<file path="config.mk">
export PLATFORM = sky130hd
export DESIGN_NAME = instr_fetch_unit_flat
export DESIGN_NICKNAME = d
export VERILOG_FILES = /design/src/rtl/riscv_pkg.sv /design/src/rtl/instr_fetch_unit_if.sv /design/src/rtl/fetch_fifo.sv /design/src/rtl/instr_fetch_unit.sv /design/src/flat_wrapper.sv
export SDC_FILE = /design/constraint.sdc
export NUM_CORES = 1
export LEC_CHECK = 0
export ABC_CLOCK_PERIOD_IN_PS = 8800
export CELL_PAD_IN_SITES_DETAIL_PLACEMENT = 1
export CELL_PAD_IN_SITES_GLOBAL_PLACEMENT = 1
export CORE_ASPECT_RATIO = 0.5
export CORE_UTILIZATION = 35
export DETAILED_ROUTE_END_ITERATION = 10
export PLACE_DENSITY = 0.77
export SETUP_SLACK_MARGIN = 0.4
export SLEW_MARGIN = 40
export SYNTH_ARGS = -nofsm -noshare
export SYNTH_HDL_FRONTEND = slang
export SYNTH_SLANG_ARGS = --single-unit
export TNS_END_PERCENT = 100
</file>
<file path="constraint.sdc">
create_clock -name clk -period 8.8 [get_ports clk]
set_input_delay 1.32 -clock clk [delete_from_list [all_inputs] [get_ports clk]]
set_output_delay 1.32 -clock clk [all_outputs]
set_load 0.02 [all_outputs]
</file>
<file path="src/rtl/riscv_pkg.sv">
// Shared RISC-V core definitions: datapath width, canonical NOP, major opcodes.
// Latency: none (declarations only).
// Backpressure: not applicable.
// Imported by the fetch unit, its bus interface and the control unit.
package riscv_pkg;

  localparam int XLEN = 32;

  // addi x0, x0, 0
  localparam logic [31:0] NOP_INSTR = 32'h0000_0013;

  localparam logic [6:0] OPC_R = 7'b0110011;
  localparam logic [6:0] OPC_I = 7'b0010011;
  localparam logic [6:0] OPC_S = 7'b0100011;
  localparam logic [6:0] OPC_L = 7'b0000011;
  localparam logic [6:0] OPC_B = 7'b1100011;

  // Field handed from decode to the control unit.
  function automatic logic [6:0] opcode_of(input logic [31:0] ins);
    return ins[6:0];
  endfunction

endpackage

</file>
<file path="src/rtl/instr_fetch_unit_if.sv">
// Fetch-unit bus bundle: instruction memory port, decode handshake, redirect input.
// Latency: none (wires only).
// Backpressure: decode stalls via instr_ready; memory accepts every request.
// master = fetch unit side, slave = memory/decode/execute side.
interface instr_fetch_unit_if #(
  parameter int XLEN = riscv_pkg::XLEN
);
  import riscv_pkg::*;

  logic            imem_req;
  logic [XLEN-1:0] imem_addr;
  logic            imem_rvalid;
  logic [31:0]     imem_rdata;
  logic            instr_valid;
  logic [31:0]     instr;
  logic [XLEN-1:0] instr_pc;
  logic            instr_ready;
  logic            redirect_valid;
  logic [XLEN-1:0] redirect_pc;
  logic            fetch_misaligned;

  modport master (
    output imem_req, imem_addr,
    input  imem_rvalid, imem_rdata,
    output instr_valid, instr, instr_pc,
    input  instr_ready,
    input  redirect_valid, redirect_pc,
    output fetch_misaligned
  );

  modport slave (
    input  imem_req, imem_addr,
    output imem_rvalid, imem_rdata,
    input  instr_valid, instr, instr_pc,
    output instr_ready,
    output redirect_valid, redirect_pc,
    input  fetch_misaligned
  );

endinterface

</file>
<file path="src/rtl/fetch_fifo.sv">
// Generic synchronous FIFO with flush; flush beats push and pop.
// Latency: a pushed word is visible at pop_dat the cycle after the push.
// Backpressure: push ignored when full unless a pop happens in the same cycle.
// Ports: clk, rst_n, push/push_dat, pop/pop_dat, flush, full, empty, count.
module fetch_fifo #(
  parameter int WIDTH = 64,
  parameter int DEPTH = 2
) (
  input  logic                   clk,
  input  logic                   rst_n,
  input  logic                   push,
  input  logic [WIDTH-1:0]       push_dat,
  input  logic                   pop,
  output logic [WIDTH-1:0]       pop_dat,
  input  logic                   flush,
  output logic                   full,
  output logic                   empty,
  output logic [$clog2(DEPTH):0] count
);

  localparam int AW = $clog2(DEPTH);
  localparam int CW = AW + 1;

  logic [WIDTH-1:0] mem [DEPTH];
  logic [AW-1:0]    wr_ptr;
  logic [AW-1:0]    rd_ptr;
  logic             do_push;
  logic             do_pop;

  assign full    = (count == CW'(DEPTH));
  assign empty   = (count == '0);
  assign do_pop  = pop && !empty;
  assign do_push = push && (!full || do_pop);
  assign pop_dat = mem[rd_ptr];

  // DEPTH is a power of two, so pointers wrap naturally.
  always_ff @(posedge clk or negedge rst_n) begin
    if (!rst_n) begin
      wr_ptr <= '0;
      rd_ptr <= '0;
      count  <= '0;
    end else if (flush) begin
      wr_ptr <= '0;
      rd_ptr <= '0;
      count  <= '0;
    end else begin
      if (do_push) wr_ptr <= wr_ptr + AW'(1);
      if (do_pop)  rd_ptr <= rd_ptr + AW'(1);
      count <= count + CW'(do_push) - CW'(do_pop);
    end
  end

  always_ff @(posedge clk) begin
    if (do_push && !flush) mem[wr_ptr] <= push_dat;
  end

endmodule

</file>
<file path="src/rtl/instr_fetch_unit.sv">
// RISC-V fetch front end: owns the PC, issues in-order word fetches, buffers returns for decode.
// Latency: request in the first cycle out of reset; with 1-cycle memory instr_valid two cycles later.
// Backpressure: requests are credit-limited by buffered + in-flight words; decode stalls via instr_ready.
// Ports: clk, rst_n, bus (instr_fetch_unit_if.master: imem req/addr/rvalid/rdata,
//        instr_valid/instr/instr_pc/instr_ready, redirect_valid/redirect_pc, fetch_misaligned).
// Build option: FETCH_ALIGN_CHECK_EN enables the sticky misaligned-redirect trap;
//        without it the low two bits of redirect_pc are dropped.
module instr_fetch_unit #(
  parameter int              XLEN       = riscv_pkg::XLEN,
  parameter logic [XLEN-1:0] RESET_PC   = '0,
  parameter int              FIFO_DEPTH = 2
) (
  input logic                clk,
  input logic                rst_n,
  instr_fetch_unit_if.master bus
);
  import riscv_pkg::*;

  localparam int CW = $clog2(FIFO_DEPTH) + 1;
  localparam logic [CW:0] DEPTH_V = (CW+1)'(FIFO_DEPTH);

  typedef struct packed {
    logic [XLEN-1:0] pc;
    logic [31:0]     instr;
  } entry_t;

  logic [XLEN-1:0] pc;
  logic [XLEN-1:0] resp_pc;
  logic [CW-1:0]   outstanding;
  logic [CW-1:0]   discard;
  logic [CW-1:0]   fifo_count;
  logic            fifo_full;
  logic            fifo_empty;
  logic [CW:0]     used;
  logic            halted;
  logic            req;
  logic            push;
  logic            pop;
  logic [XLEN-1:0] target;
  entry_t          push_entry;
  entry_t          head;

  // Every slot is either holding a word or reserved by an in-flight request,
  // so the FIFO can never be pushed while full.
  assign used = {1'b0, fifo_count} + {1'b0, outstanding};
  assign req  = rst_n && (used < DEPTH_V) && !bus.redirect_valid && !halted;

  // Responses in a redirect cycle are stale; so are those counted by discard.
  assign push = bus.imem_rvalid && !bus.redirect_valid && (discard == '0);
  assign pop  = bus.instr_valid && bus.instr_ready;

  assign push_entry = '{pc: resp_pc, instr: bus.imem_rdata};

`ifdef FETCH_ALIGN_CHECK_EN
  logic misaligned;

  assign target = bus.redirect_pc;
  assign halted = misaligned;

  always_ff @(posedge clk or negedge rst_n) begin
    if (!rst_n)                  misaligned <= 1'b0;
    else if (bus.redirect_valid) misaligned <= |bus.redirect_pc[1:0];
  end

  assign bus.fetch_misaligned = misaligned;
`else
  assign target = bus.redirect_pc & ~XLEN'(3);
  assign halted = 1'b0;
  assign bus.fetch_misaligned = 1'b0;
`endif

  always_ff @(posedge clk or negedge rst_n) begin
    if (!rst_n) begin
      pc          <= RESET_PC;
      resp_pc     <= RESET_PC;
      outstanding <= '0;
      discard     <= '0;
    end else begin
      outstanding <= outstanding + CW'(req) - CW'(bus.imem_rvalid);
      if (bus.redirect_valid) begin
        pc      <= target;
        resp_pc <= target;
        // Everything still in flight after this cycle belongs to the old
        // stream. discard only ever counts a subset of outstanding, so the
        // in-flight count alone is the new drop budget.
        discard <= outstanding - CW'(bus.imem_rvalid);
      end else begin
        if (req) pc <= pc + XLEN'(4);
        if (bus.imem_rvalid) begin
          if (discard != '0) discard <= discard - CW'(1);
          else               resp_pc <= resp_pc + XLEN'(4);
        end
      end
    end
  end

  fetch_fifo #(
    .WIDTH ($bits(entry_t)),
    .DEPTH (FIFO_DEPTH)
  ) u_fifo (
    .clk      (clk),
    .rst_n    (rst_n),
    .push     (push),
    .push_dat (push_entry),
    .pop      (pop),
    .pop_dat  (head),
    .flush    (bus.redirect_valid),
    .full     (fifo_full),
    .empty    (fifo_empty),
    .count    (fifo_count)
  );

  assign bus.imem_req    = req;
  assign bus.imem_addr   = pc;
  assign bus.instr_valid = !fifo_empty;
  assign bus.instr       = fifo_empty ? NOP_INSTR : head.instr;
  assign bus.instr_pc    = fifo_empty ? RESET_PC  : head.pc;

  a_resp_expected: assert property (@(posedge clk) disable iff (!rst_n)
    bus.imem_rvalid |-> (outstanding != '0));

  a_no_overflow: assert property (@(posedge clk) disable iff (!rst_n)
    !(push && fifo_full && !pop));

endmodule
</file>
<file path="src/flat_wrapper.sv">
// flat-port wrapper written by rule: the top's interface ports become plain ports
module instr_fetch_unit_flat import riscv_pkg::*;
#(
  parameter int              XLEN       = riscv_pkg::XLEN,
  parameter logic [XLEN-1:0] RESET_PC   = '0,
  parameter int              FIFO_DEPTH = 2
)
  (clk, rst_n, bus_imem_req, bus_imem_addr, bus_imem_rvalid, bus_imem_rdata, bus_instr_valid, bus_instr, bus_instr_pc, bus_instr_ready, bus_redirect_valid, bus_redirect_pc, bus_fetch_misaligned);
  instr_fetch_unit_if #(.XLEN(XLEN)) bus_i ();
  input logic clk;
  input logic rst_n;
  output wire logic [$bits(bus_i.imem_req)-1:0] bus_imem_req;
  output wire logic [$bits(bus_i.imem_addr)-1:0] bus_imem_addr;
  input wire logic [$bits(bus_i.imem_rvalid)-1:0] bus_imem_rvalid;
  input wire logic [$bits(bus_i.imem_rdata)-1:0] bus_imem_rdata;
  output wire logic [$bits(bus_i.instr_valid)-1:0] bus_instr_valid;
  output wire logic [$bits(bus_i.instr)-1:0] bus_instr;
  output wire logic [$bits(bus_i.instr_pc)-1:0] bus_instr_pc;
  input wire logic [$bits(bus_i.instr_ready)-1:0] bus_instr_ready;
  input wire logic [$bits(bus_i.redirect_valid)-1:0] bus_redirect_valid;
  input wire logic [$bits(bus_i.redirect_pc)-1:0] bus_redirect_pc;
  output wire logic [$bits(bus_i.fetch_misaligned)-1:0] bus_fetch_misaligned;
  assign bus_imem_req = bus_i.imem_req;
  assign bus_imem_addr = bus_i.imem_addr;
  assign bus_i.imem_rvalid = bus_imem_rvalid;
  assign bus_i.imem_rdata = bus_imem_rdata;
  assign bus_instr_valid = bus_i.instr_valid;
  assign bus_instr = bus_i.instr;
  assign bus_instr_pc = bus_i.instr_pc;
  assign bus_i.instr_ready = bus_instr_ready;
  assign bus_i.redirect_valid = bus_redirect_valid;
  assign bus_i.redirect_pc = bus_redirect_pc;
  assign bus_fetch_misaligned = bus_i.fetch_misaligned;
  instr_fetch_unit #(.XLEN(XLEN), .RESET_PC(RESET_PC), .FIFO_DEPTH(FIFO_DEPTH)) u_core (.clk(clk), .rst_n(rst_n), .bus(bus_i));
endmodule
</file>
==> metrics.cfg, run 1 <==
[die]
die-width_um = 227
effective_utilization_at_floorplan_pct = 36.2
floorplan.die.height_um = 114
placeableCoreArea_um2 = 24400
rows = 40
die_area_um2 = 25900
design.portCount = 168

[clocking]
cts_tree = built
root_buffer_cell = sky130_fd_sc_hd__clkbuf_16
clockBufferDepth = 2
cts_max_level = 4
insertion_delay_ns = 0.44
clk_transition_reported_paths_ns = 0.07
post_cts.repair.setup_buffers = 0
post_cts_hold_buffer_count = 0
clock-sinks = 192
post_cts_resized = 0
numCtsBuffers = 17

[logic_synthesis]
synth_warnings = 0
yosys_most_used_dff = sky130_fd_sc_hd__edfxtp_1
post_synthesis_average_cell_area_um2 = 12.6
synthArstFlopShare_pct = 35.4
ys_ff_latch = 192
synth.lib_cells_used.distinct = 55
synth_sequential_area_ratio_pct = 61.5
mappedNetlistArea_um2 = 8820
post_synth_inst_count = 701
synth-edff-count = 124

[sta]
fin_crit_ns = 4.70
drv_slew = 0
slew_headroom_pct = 48.1
worst_path_setup_slack_after_routing_ns = 4.10
fmax_mhz = 213
grt_setup_unrepaired = false
worst_slew_pin_slew_ns = 0.773
tns_ns = 0
final.period_utilization_pct = 53.5
timing.final.hold_violations = 0
finalClockSkew_ns = 0.0114
timing.final.setup_violations = 0

[critical_path]
timing.reg2reg.setup_slack_ns = 5.81
timing.critical_path.arrival_ns = 3.38
timing.rr.start = u_core.u_fifo.count[0]
crit_path_max_fanout = 71
critical_path.reg2reg.endpoint = u_core.bus.imem_addr[27]
slowest_stage = sky130_fd_sc_hd__nor3b_1
critical_path.top_delay_family = buffers and inverters
cp_num_buf_inv = 4
cp_data_required_time_ns = 7.48
critical_path.endpoint_type = primary output
crit_path_cell_trace = buf_2 > buf_6 > nor3b_1 > nand2_1 > inv_1 > clkdlybuf4s50_1
critical_path.startpoint_type = input pin
critical_path_class = input pin to primary output
ff2ff_path_depth = 7
cp_slowest_stage_delay_ns = 0.60
timing.critical_path.depth = 6

[layout]
layout_commonest_cell = sky130_fd_sc_hd__clkdlybuf4s50_1
finish.cell_count_without_fillers = 1203
synthToLayoutAreaGrowth_pct = 29.0
diodes = 0
nets = 932
core_utilization_of_the_finished_layout_pct = 46.7
post_route_cells_drive_above_1_share_pct = 8.77
layout_common_cells = sky130_fd_sc_hd__clkdlybuf4s50_1, sky130_fd_sc_hd__edfxtp_1, sky130_fd_sc_hd__nor2_1

[power]
power_leakage_nw = 3.90
power.ir.vdd_worst_v = 0.000154
power_dens_cells_nw_per_um2 = 265

[place]
numPlacedInstances = 1170
dp_worst_setup_slack_ns = 4.05
buffer_ports.inserted = 160
dpl.hpwl_mm = 16.5
gp_routability_congestion = 0.781

[worst_hold_path]
timing.hold.worst.class = flop to flop
instance_count_along_the_most_critical_hold_path = 1
hold_path.startpoint = u_core.outstanding[0]
holdPathEnd = u_core.outstanding[0]

[grt]
grt_first_pass_wirelength_mm = 37.2
vias_in_the_first_global_route = 6441
grt_start_max_net_pins = 72
grt_antenna_before_repair = 0
global_route.usage.total_pct = 19.0
grt_remaining_overflow = 0

[detailed_routing]
detailroute.via_count = 6265
detail_route.iter0.violations = 482
firstDrtPassIters = 4
ant_nets = 0
post_drt_via_cell_ratio = 5.21
detail_route.drc_violations = 0
wl_mm = 23.8
avgRoutedWirePerCell_um = 19.8

[status]
outcome = complete, no violations

[job]
max_cap_viol_count = 0

[cell usage after synthesis (3+ instances only)]
master	count	area share, %
sky130_fd_sc_hd__nor3b_1	5	0.43
sky130_fd_sc_hd__o21ai_0	4	0.23
sky130_fd_sc_hd__o31a_1	3	0.30
sky130_fd_sc_hd__a211oi_1	17	1.4
sky130_fd_sc_hd__and3_1	9	0.64
sky130_fd_sc_hd__nand2_1	24	1.0
sky130_fd_sc_hd__nor4_1	12	0.85
sky130_fd_sc_hd__a21oi_1	4	0.23
sky130_fd_sc_hd__and4_1	19	1.9
sky130_fd_sc_hd__dfrtp_1	68	19
sky130_fd_sc_hd__a31oi_1	8	0.57
sky130_fd_sc_hd__nor2_1	98	4.2
sky130_fd_sc_hd__nor2b_1	12	0.85
sky130_fd_sc_hd__mux2_2	16	2.0
sky130_fd_sc_hd__buf_4	5	0.43
sky130_fd_sc_hd__a311oi_1	13	1.3
sky130_fd_sc_hd__o31ai_1	5	0.43
sky130_fd_sc_hd__xnor2_1	22	2.2
sky130_fd_sc_hd__nand4_1	17	1.2
sky130_fd_sc_hd__and2_1	6	0.43
sky130_fd_sc_hd__mux2i_1	64	7.3
sky130_fd_sc_hd__nor3_1	27	1.5
sky130_fd_sc_hd__or3_1	6	0.43
sky130_fd_sc_hd__clkbuf_1	29	1.2
sky130_fd_sc_hd__xor2_1	5	0.50
sky130_fd_sc_hd__nand2b_1	3	0.21
sky130_fd_sc_hd__inv_1	16	0.68
sky130_fd_sc_hd__a211o_1	3	0.30
sky130_fd_sc_hd__edfxtp_1	124	42
sky130_fd_sc_hd__nand3_1	13	0.74
sky130_fd_sc_hd__or4_1	6	0.51
sky130_fd_sc_hd__ha_1	8	1.1
[cells by family (layout without fill, tap and decap cells)]
family	Yosys count	after routing	synth area share, %
AND/OR/NAND/NOR	270	270	16.6
flip-flops	192	192	61.5
multiplexers	80	80	9.30
AO/OA/AOI/OAI	66	66	5.70
buffers and inverters	56	218	2.79
XOR/XNOR	27	27	2.68
adder cells (fa/ha/maj)	9	9	1.36
other	1	5	0.0425
[sequential cells by signal, summed over array words and instances (netlist names)]
| register | cells |
|---|---|
| u_core.u_fifo.mem | 124 |
| u_core.bus.imem_addr | 30 |
| u_core.u_fifo.wr_ptr | 1 |
| u_core.u_fifo.rd_ptr | 1 |
| u_core.discard | 2 |
| u_core.u_fifo.count | 2 |
| u_core.resp_pc | 30 |
| u_core.outstanding | 2 |
[through the flow]
stage	instance area [um2]	hold slack, ns	power [mW]
2_1_floorplan	8840	0.457	1.77
3_3_place_gp	10700	0.507	2.22
3_5_place_dp	10800	0.536	2.27
4_1_cts	11400	0.550	3.05
5_1_grt	11400	0.589	3.16
6_report	11400	0.544	3.02
[worst max-delay path by stage]
stage / startpoint / end / slack (ns)
CTS: rst_n / bus_imem_req / 4.05
detailed placement: rst_n / bus_imem_req / 4.05
global route: rst_n / bus_imem_req / 3.90
global placement: rst_n / bus_imem_req / 3.88
finish: rst_n / bus_imem_req / 4.10
floorplan: bus_redirect_valid / u_core.u_fifo.mem[0][0] / 3.62
[layout make-up]
class                   instances  area, um2
fillers                      2533      13000
multi-input cells             457       3200
clock inverters                13        136
repair buffers                170       1700
well taps                     336        420
inverters                      16       60.1
clock buffers                  19        443
flip-flops and latches        192       5430
[routing by layer]
metal | share of wire (%) | global-route usage [%] | wire (um)
met1 | 45 | 25.2 | 10600
met2 | 50 | 32.0 | 11900
met3 | 4.8 | 3.87 | 1150
met4 | 0.66 | 4.86 | 158
met5 | 0 | 0 | 0
[worst register-to-register path: stages, from the launching register on]
cell                       delay, ns
sky130_fd_sc_hd__dfrtp_1        0.46
sky130_fd_sc_hd__and2_1         0.21
sky130_fd_sc_hd__fa_1           0.52
sky130_fd_sc_hd__or3b_1         0.54
sky130_fd_sc_hd__nor4_4         0.50
sky130_fd_sc_hd__buf_4          0.27
sky130_fd_sc_hd__a211oi_1       0.09
sky130_fd_sc_hd__nor4b_1        0.29
[power by group]
part | leakage (nW) | internal, mW | switching (mW)
sequential | 1.90 | 1.06 | 0.108
clock | 0.276 | 0.426 | 0.353
combinational | 1.72 | 0.485 | 0.587
Note: power is estimated with default switching activity, not from simulation.
==> run 2, diff against run 1 <==
--- a/config.mk
+++ b/config.mk
@@ -5,13 +5,13 @@
 export SDC_FILE = /design/constraint.sdc
 export NUM_CORES = 1
 export LEC_CHECK = 0
-export ABC_CLOCK_PERIOD_IN_PS = 8800
+export ABC_CLOCK_PERIOD_IN_PS = 4300
 export CELL_PAD_IN_SITES_DETAIL_PLACEMENT = 1
 export CELL_PAD_IN_SITES_GLOBAL_PLACEMENT = 1
 export CORE_ASPECT_RATIO = 0.5
 export CORE_UTILIZATION = 35
 export DETAILED_ROUTE_END_ITERATION = 10
-export PLACE_DENSITY = 0.77
+export PLACE_DENSITY = 0.8
 export SETUP_SLACK_MARGIN = 0.4
 export SLEW_MARGIN = 40
 export SYNTH_ARGS = -nofsm -noshare
==> constraint.sdc (replaced) <==
create_clock -name clk -period 4.3 [get_ports clk]
set_input_delay 0.645 -clock clk [delete_from_list [all_inputs] [get_ports clk]]
set_output_delay 0.645 -clock clk [all_outputs]
set_load 0.02 [all_outputs]
==> metrics.cfg, run 2 (synthesized netlist as in run 1, its figures left out) <==
[status]
outcome = complete, no violations

[clocking]
post_cts_resized = 0
numCtsBuffers = 17
post_cts_hold_buffer_count = 0
clock-sinks = 192
clk_transition_reported_paths_ns = 0.08
insertion_delay_ns = 0.44
cts_tree = built
clockBufferDepth = 2
root_buffer_cell = sky130_fd_sc_hd__clkbuf_16
cts_max_level = 4
post_cts.repair.setup_buffers = 0

[sta]
grt_setup_unrepaired = false
slew_headroom_pct = 48.7
finalClockSkew_ns = 0.0141
tns_ns = 0
drv_slew = 0
fin_crit_ns = 3.76
timing.final.hold_violations = 0
timing.final.setup_violations = 0
final.period_utilization_pct = 87.4
fmax_mhz = 266
holdWs_ns = 0.378
worst_slew_pin_slew_ns = 0.769

[power]
power.ir.vdd_worst_v = 0.000253
power_dens_cells_nw_per_um2 = 547
power_leakage_nw = 3.92

[grt]
grt_antenna_before_repair = 1
grt_first_pass_wirelength_mm = 37.4
global_route.usage.total_pct = 19.0
grt_start_max_net_pins = 69
grt_remaining_overflow = 0
vias_in_the_first_global_route = 6644

[layout]
core_utilization_of_the_finished_layout_pct = 46.9
flip_flop_count_of_the_largest_register_all_copies_and_words_added = 124
post_route_cells_drive_above_1_share_pct = 9.08
synthToLayoutAreaGrowth_pct = 29.5
layout_common_cells = sky130_fd_sc_hd__clkdlybuf4s50_1, sky130_fd_sc_hd__edfxtp_1, sky130_fd_sc_hd__nor2_1
nets = 935
fillerInstances = 2534
regMostFlops = u_core.u_fifo.mem
layout_commonest_cell = sky130_fd_sc_hd__clkdlybuf4s50_1

[critical_path]
crit_path_max_fanout = 5
worstSetupEndpoint = bus_imem_req
cp-startpoint = u_core.u_fifo.count[0]
critical_path.reg2reg.endpoint = u_core.outstanding[1]
critical_path.endpoint_type = primary output
critical_path_class = flop to primary output
timing.critical_path.arrival_ns = 3.11
ff2ff_path_depth = 9
timing.reg2reg.setup_slack_ns = 1.39
cp_data_required_time_ns = 3.65
timing.rr.start = u_core.u_fifo.count[0]
critical_path.startpoint_type = flop

[place]
gp_routability_congestion = 0.841
buffer_ports.inserted = 160
dpl.hpwl_mm = 16.7

[die]
placeableCoreArea_um2 = 24400
design.portCount = 168
die_area_um2 = 25900
floorplan.die.height_um = 114
effective_utilization_at_floorplan_pct = 36.2
die-width_um = 227
rows = 40

[detailed_routing]
avgRoutedWirePerCell_um = 19.8
firstDrtPassIters = 5
detailroute.via_count = 6301
post_drt_via_cell_ratio = 5.22
ant_nets = 0
detail_route.drc_violations = 0
detail_route.iter0.violations = 387
wl_mm = 23.9

[job]
max_cap_viol_count = 0

[worst_hold_path]
timing.hold.worst.class = input pin to async pin

[run 2: cell types whose count changed in the layout (fill, tap and decap cells not counted), sizes merged]
cell / delta
inv: +4
buf: +3
clkbuf: -2
clkinv: -1
clkinvlp: -1
diode: +1
[run 2: how the worst min path moves through the flow]
stage                                           to
after floorplan           u_core.bus.imem_addr[10]
after global placement       u_core.outstanding[0]
after detailed placement  u_core.u_fifo.mem[0][47]
after CTS                   u_core.u_fifo.count[1]
after global routing       u_core.bus.imem_addr[5]
final                      u_core.bus.imem_addr[6]
[run 2: layer usage]
| metal | track usage, % | wire, um | part of all wire [%] | up-vias |
|---|---|---|---|---|
| met1 | 24.2 | 10500 | 44 | 3229 |
| met3 | 3.31 | 865 | 3.6 | 18 |
| li1 | - | - | - | 2946 |
| met4 | 5.77 | 318 | 1.3 | 0 |
| met2 | 33.1 | 12200 | 51 | 108 |
| met5 | 0 | 0 | 0 | - |
[run 2: cell type report]
cell class	count	area, um2	area share, %
inverter	16	60.1	0.526
antenna	1	2.50	0.0219
multi-input combinational	457	3200	28.0
clock buffer	17	425	3.72
sequential	192	5430	47.5
timing repair buffer	173	1710	15.0
tap	336	420	3.68
clock inverter	15	175	1.53
[run 2: power by group]
part	switching (mW)	leakage, nW	internal (mW)
Combinational	1.19	1.74	1.01
Clock	0.756	0.285	0.877
Sequential	0.253	1.90	2.16
Total	2.20	3.92	4.05
[run 2: worst max-delay path: stages (launching register included)]
cell and delay (ns):
sky130_fd_sc_hd__dfrtp_1 0.44, sky130_fd_sc_hd__and2_1 0.19, sky130_fd_sc_hd__fa_1 0.52, sky130_fd_sc_hd__nor3b_1 0.64
sky130_fd_sc_hd__nand2_1 0.21, sky130_fd_sc_hd__inv_1 0.09, sky130_fd_sc_hd__clkdlybuf4s50_1 0.59
[run 2: through the flow]
step / cells / power, mW / setup WS (ns) / cell area [um2]
detailed placement: 1172 / 4.66 / 1.04 / 10800
CTS: 1204 / 6.29 / 0.545 / 11400
global route: 1207 / 6.52 / 0.433 / 11400
floorplan: 705 / 3.61 / 0.828 / 8840
global placement: 1172 / 4.56 / 1.16 / 10800
finish: 1207 / 6.25 / 0.541 / 11400
